==> config.mk <==
export PLATFORM = sky130hd
export DESIGN_NAME = fib_seq_engine
export DESIGN_NICKNAME = d
export VERILOG_FILES = /design/src/rtl/fib_pkg.sv /design/src/rtl/fib_step_add.sv /design/src/rtl/fib_seq_engine.sv
export SDC_FILE = /design/constraint.sdc
export NUM_CORES = 1
export LEC_CHECK = 0
export BUFFER_PORTS_ARGS = -buffer_cell sky130_fd_sc_hd__buf_2
export CAP_MARGIN = 40
export CORE_ASPECT_RATIO = 1.25
export CORE_MARGIN = 2
export CORE_UTILIZATION = 57
export DETAILED_ROUTE_END_ITERATION = 10
export GPL_TIMING_DRIVEN = 0
export PLACE_DENSITY_LB_ADDON = 0.05
export SLEW_MARGIN = 10
export SYNTH_ARGS = -nofsm -noshare
export SYNTH_HDL_FRONTEND = slang
export SYNTH_SLANG_ARGS = --single-unit
==> constraint.sdc <==
create_clock -name clk -period 4.05 [get_ports clk]
set_clock_uncertainty 0.15 [all_clocks]
set_input_delay 0 -clock clk [delete_from_list [all_inputs] [get_ports clk]]
set_output_delay 0 -clock clk [all_outputs]
set_load 0.02 [all_outputs]
==> src/rtl/fib_pkg.sv <==
// Shared definitions for the Fibonacci sequence engine.
//   fib_state_e  : FSM state encoding (IDLE/INIT/ITER/DONE)
//   FIB_BASE_VAL : value of F(0) and F(1); the engine seeds both terms with it
package fib_pkg;

  typedef enum logic [1:0] {
    IDLE = 2'd0,
    INIT = 2'd1,
    ITER = 2'd2,
    DONE = 2'd3
  } fib_state_e;

  localparam int FIB_BASE_VAL = 1;

endpackage

==> src/rtl/fib_step_add.sv <==
// One Fibonacci step: W-bit add returning the sum and the carry out.
// Kept separate so multi-channel engines can instantiate one per lane.
//   a, b  : in  W  operands (F(i-1), F(i))
//   sum   : out W  (a+b) mod 2^W
//   carry : out 1  carry out of the W-bit add
module fib_step_add #(
  parameter int W = 16
) (
  input  logic [W-1:0] a,
  input  logic [W-1:0] b,
  output logic [W-1:0] sum,
  output logic         carry
);

  assign {carry, sum} = {1'b0, a} + {1'b0, b};

endmodule

==> src/rtl/fib_seq_engine.sv <==
// Multi-cycle Fibonacci engine, F(0)=F(1)=1, one adder, start/valid/ack handshake.
// Optional macro FIB_RAM_WR_EN streams every term F(2)..F(N) into RAM port A,
// one write per ITER cycle; when undefined the ram_* outputs are tied 0.
//   clk, reset             : clock, synchronous active-high reset
//   start, n_in, base_addr : request (sampled in IDLE only), index N, RAM base
//   busy                   : high in INIT and ITER
//   result_valid, result   : F(N) mod 2^DATA_W, held in DONE until result_ack
//   ovf                    : some term of the run overflowed DATA_W bits
//   result_ack             : consumer accepts result (DONE only)
//   ram_wren/addr/data     : term write port
module fib_seq_engine
  import fib_pkg::*;
#(
  parameter int DATA_W = 16,
  parameter int IDX_W  = 16,
  parameter int ADDR_W = 13
) (
  input  logic              clk,
  input  logic              reset,
  input  logic              start,
  input  logic [IDX_W-1:0]  n_in,
  input  logic [ADDR_W-1:0] base_addr,
  output logic              busy,
  output logic              result_valid,
  output logic [DATA_W-1:0] result,
  output logic              ovf,
  input  logic              result_ack,
  output logic              ram_wren,
  output logic [ADDR_W-1:0] ram_addr,
  output logic [DATA_W-1:0] ram_data
);

  fib_state_e        state;
  logic [IDX_W-1:0]  n_q;
  logic [IDX_W-1:0]  idx;
  logic [IDX_W-1:0]  idx_nxt;
  logic [DATA_W-1:0] a;     // F(idx-1)
  logic [DATA_W-1:0] b;     // F(idx)
  logic [DATA_W-1:0] s;
  logic              c;

  assign idx_nxt = idx + IDX_W'(1);

  fib_step_add #(.W(DATA_W)) u_step (
    .a     (a),
    .b     (b),
    .sum   (s),
    .carry (c)
  );

  always_ff @(posedge clk) begin
    if (reset) begin
      state        <= IDLE;
      busy         <= 1'b0;
      result_valid <= 1'b0;
      result       <= '0;
      ovf          <= 1'b0;
      n_q          <= '0;
      idx          <= '0;
      a            <= '0;
      b            <= '0;
    end else begin
      case (state)
        IDLE: begin
          if (start) begin
            n_q   <= n_in;
            busy  <= 1'b1;
            state <= INIT;
          end
        end
        INIT: begin
          a   <= DATA_W'(FIB_BASE_VAL);
          b   <= DATA_W'(FIB_BASE_VAL);
          idx <= IDX_W'(1);
          ovf <= 1'b0;
          if (n_q <= IDX_W'(1)) begin
            result       <= DATA_W'(FIB_BASE_VAL);
            busy         <= 1'b0;
            result_valid <= 1'b1;
            state        <= DONE;
          end else begin
            state <= ITER;
          end
        end
        ITER: begin
          a   <= b;
          b   <= s;
          idx <= idx_nxt;
          ovf <= ovf | c;
          if (idx_nxt == n_q) begin
            result       <= s;
            busy         <= 1'b0;
            result_valid <= 1'b1;
            state        <= DONE;
          end
        end
        DONE: begin
          // start in this cycle is deliberately dropped: a new run needs IDLE
          if (result_ack) begin
            result_valid <= 1'b0;
            state        <= IDLE;
          end
        end
        default: state <= IDLE;
      endcase
    end
  end

`ifdef FIB_RAM_WR_EN
  logic [ADDR_W-1:0] base_q;
  logic              wr_act;

  always_ff @(posedge clk) begin
    if (reset)                        base_q <= '0;
    else if (state == IDLE && start)  base_q <= base_addr;
  end

  // Gated by reset so an aborted run never lands a write on the reset edge.
  assign wr_act   = (state == ITER) && !reset;
  assign ram_wren = wr_act;
  assign ram_addr = wr_act ? base_q + ADDR_W'(idx) + ADDR_W'(1) : '0;
  assign ram_data = wr_act ? s : '0;
`else
  logic unused_base;
  assign unused_base = &{1'b0, base_addr};
  assign ram_wren    = 1'b0;
  assign ram_addr    = '0;
  assign ram_data    = '0;
`endif

endmodule

==> run_results.csv <==
group,metric,value,unit
grt,grt_antenna_before_repair,0,
finish,antenna_cells,0,
clocking,htree_levels,3,
power_and_ir_drop,switching_share,0.409,
place,post-place-cells,771,
sta,setup_viol,0,
clocking,clockBufferDepth,2,
worst_setup_path,path_cells,"ha_1, nand3_1, or4_1, xnor2_1, o31ai_1, o21ai_1, o21a_2, or4_1, a21oi_1",
clocking,cts_tree,"done",
synthesis,yosys_most_used_dff,"dfxtp_1",
detailed_routing,avgRoutedWirePerCell,15.6,um
worst_setup_path,critPathRequiredTime,4200,ps
worst_setup_path,rr_worst_depth,9,
worst_setup_path,cp_common_cell,"or4_1",
detailed_routing,drc,0,
sta,rsz0062_at_grt,"false",
sta,worst_pin_slew,765,ps
floorplanning,start_util,0.593,
sta,max_freq,0.304,GHz
synthesis,syn_area,0.00491,mm^2
synthesis,syn_avg_cell_area,8.08,um^2
worst_hold_path,whs_path_depth,2,
worst_setup_path,crit_path_start,"idx[0]$_SDFFE_PP0N_",
clocking,insertion_delay,370,ps
worst_setup_path,r2r-end,"result_valid$_SDFFE_PP0P_",
detailed_routing,ant_nets,0,
worst_hold_path,min_path_type,"input pin to flop",
clocking,cts-hold-fix-buffers,23,
floorplanning,fp.dieW,87.0,um
worst_setup_path,cp-end-kind,"flop",
grt,grt_pass1_wl,20.8,mm
place,dp_hpwl,8.91,mm
worst_setup_path,critPathBufInv,0,
worst_setup_path,cp-start-kind,"flop",
sta,worst_slack,764,ps
finish,drive_above_1_share,0.139,
grt,grt_pass1_vias,4404,
clocking,cts-root-buf,"clkbuf_8",
synthesis,ys_seq_elements,85,
floorplanning,row_count,37,
power_and_ir_drop,seqPwrFrac,0.355,
worst_setup_path,r2r_start,"idx[0]$_SDFFE_PP0N_",
worst_setup_path,path_delay_family,"simple AND/OR/NAND/NOR gates",
worst_setup_path,path_class,"flop to flop",
detailed_routing,wl,12.6,mm
finish,fill_cells,707,
worst_setup_path,worstPathMaxFanout,8,
power_and_ir_drop,p_comb_frac,0.417,
clocking,clock_sinks,85,
sta,hold_viol,0,
grt,grt_max_degree,15,
detailed_routing,drtPass1Iterations,5,
finish,area.growth.synth_to_final,17.2,%
sta,post-route-period-util,0.811,
clocking,path_clk_slew,90,ps
worst_hold_path,hp-start,"reset",
floorplanning,dieArea,0.00938,mm^2
worst_setup_path,ff2ff_setup_slack,760,ps
detailed_routing,vias,4573,
worst_setup_path,critPathMaxStageDelay,590,ps
synthesis,synth_async_sr_flop_share,0,
worst_hold_path,min_to,"b[14]$_SDFFE_PP0N_",
grt,track_usage,0.282,
clocking,post_cts_resized,0,
place,dp_slack,827,ps
flow_run,cap_violations,0,
sta,min_period,3290,ps
grt,overflow,0,
power_and_ir_drop,p_leak,2.39,nW
synthesis,synth_edf_count,0,
worst_setup_path,critPathArrivalTime,3440,ps
finish,layout.nets,764,
place,port_buffers,37,
sta,slew_viol_final,0,
synthesis,seq_area_frac_synth,0.346,
detailed_routing,vias_per_cell,5.65,
clocking,numCtsBuffers,9,
power_and_ir_drop,p_switching,1.11,mW
synthesis,netlist_instances,608,
place,gp_congestion,0.936,
power_and_ir_drop,p_per_area,472,mW/mm^2
outcome,status,"complete, no violations",
worst_setup_path,crit_slowest_cell,"or4_1",
clocking,post_cts_buffers,0,
floorplanning,die_h,108,um
finish,fin_cells,810,
synthesis,yosys_warnings,0,
power_and_ir_drop,internal-power,1.61,mW
sta,fin_tns_setup,0,ps
power_and_ir_drop,clkPwrFrac,0.228,
floorplanning,core,0.00829,mm^2
detailed_routing,drtIter0Drc,302,
synthesis,yosysUniqueCellTypes,57,
power_and_ir_drop,ir_drop,0.281,mV
sta,timing.slew.headroom,0.477,
floorplanning,ios,82,
[sequential cells by signal (all words and copies together) (netlist names)]
signal and flops:
a 16, b 16, idx 16, n_q 16, result 16, state 2
busy 1, ovf 1, result_valid 1
[cells by family after synthesis]
family / Yosys count / share of synthesized area
other: 1 / 0.000763
adders and majority gates: 23 / 0.0601
muxes: 20 / 0.0408
AOI/OAI and AO/OA: 136 / 0.176
xor gates and xnor gates: 35 / 0.0624
buffers and inverters: 76 / 0.0858
DFF: 85 / 0.346
and+or+nand+nor: 232 / 0.228
[Yosys cell counts (3+ instances only)]
cell      number  share of area
buf_4         31          0.047
and2_1         3         0.0038
nor3b_1        3         0.0046
a21o_1         9          0.014
nand3_1       35          0.036
and3_1         7         0.0089
xnor2_1       23          0.041
a31oi_1        3         0.0038
inv_1         13         0.0099
mux2i_1       20          0.041
nand2_1       64          0.049
nor2_1        54          0.041
o31ai_1        5         0.0076
or3_1          5         0.0064
nor3_1        15          0.015
o21ai_1        5         0.0051
a211oi_1       4         0.0061
nor4_1         5         0.0064
o21a_1         4         0.0061
ha_1          22          0.056
clkbuf_1      24          0.018
dfxtp_1       85           0.35
xor2_1        12          0.021
a21oi_1       67          0.068
nand2b_1      20          0.025
nand4_1        8          0.010
o21ai_0       13          0.013
o21bai_1       3         0.0046
a311oi_1       3         0.0053
buf_2          4         0.0041
[per-stage QoR]
stage	util	hold WS, ps	instance area, um^2	power [mW]
floorplan	-	-14.0	5020	1.77
global placement	0.643	91.5	5330	2.05
detailed placement	0.643	94.4	5330	2.07
CTS	0.695	43.2	5760	2.72
global route	0.695	87.5	5760	2.88
finish	0.695	37.8	5760	2.72
[layer usage]
metal,global-route usage,up-vias,routed length [um]
met3,0.0537,18,639
met5,0,-,0
met4,0.0882,0,175
met1,0.333,2164,5240
li1,-,2272,-
met2,0.505,119,6550
[cell usage in the layout (no fill, tap or decap), types with 10 or more instances in the layout]
| cell type | count |
|---|---|
| dfxtp_1 | 85 |
| a21oi_1 | 67 |
| nand2_1 | 64 |
| nor2_1 | 54 |
| buf_2 | 41 |
| nand3_1 | 35 |
| buf_4 | 31 |
| conb_1 | 30 |
| clkbuf_1 | 24 |
| xnor2_1 | 23 |
| dlygate4sd3_1 | 23 |
| ha_1 | 22 |
| mux2i_1 | 20 |
| nand2b_1 | 20 |
| nor3_1 | 15 |
| inv_1 | 13 |
| o21ai_0 | 13 |
| xor2_1 | 12 |
| clkbuf_8 | 10 |
[power by group through the flow]
stage	Combinational [mW]	Sequential [mW]	Clock [mW]
after detailed placement	1.09	0.982	0
after global placement	1.07	0.979	0
after CTS	1.13	0.963	0.633
after global routing	1.24	0.972	0.667
final	1.13	0.964	0.621
after floorplan	0.791	0.974	0
[worst max path at each step]
stage / endpoint / depth (start not counted)
5_1_grt: result[11]$_SDFFE_PP0P_ / 10
3_5_place_dp: result_valid$_SDFFE_PP0P_ / 9
4_1_cts: result_valid$_SDFFE_PP0P_ / 9
2_1_floorplan: result_valid$_SDFFE_PP0P_ / 9
6_report: result_valid$_SDFFE_PP0P_ / 9
3_3_place_gp: result[3]$_SDFFE_PP0P_ / 10
[cell type report]
class | count | area (um^2) | share of cell area
plain buffers | 63 | 373 | 0.0648
repair buffers | 60 | 415 | 0.0721
flip-flops and latches | 85 | 1700 | 0.296
well taps | 97 | 121 | 0.0211
multi-input cells | 476 | 2900 | 0.503
inverters | 13 | 48.8 | 0.00847
clock buffers | 10 | 138 | 0.0239
clock inverters | 6 | 62.6 | 0.0109
Note: power is estimated with default switching activity, not from simulation.
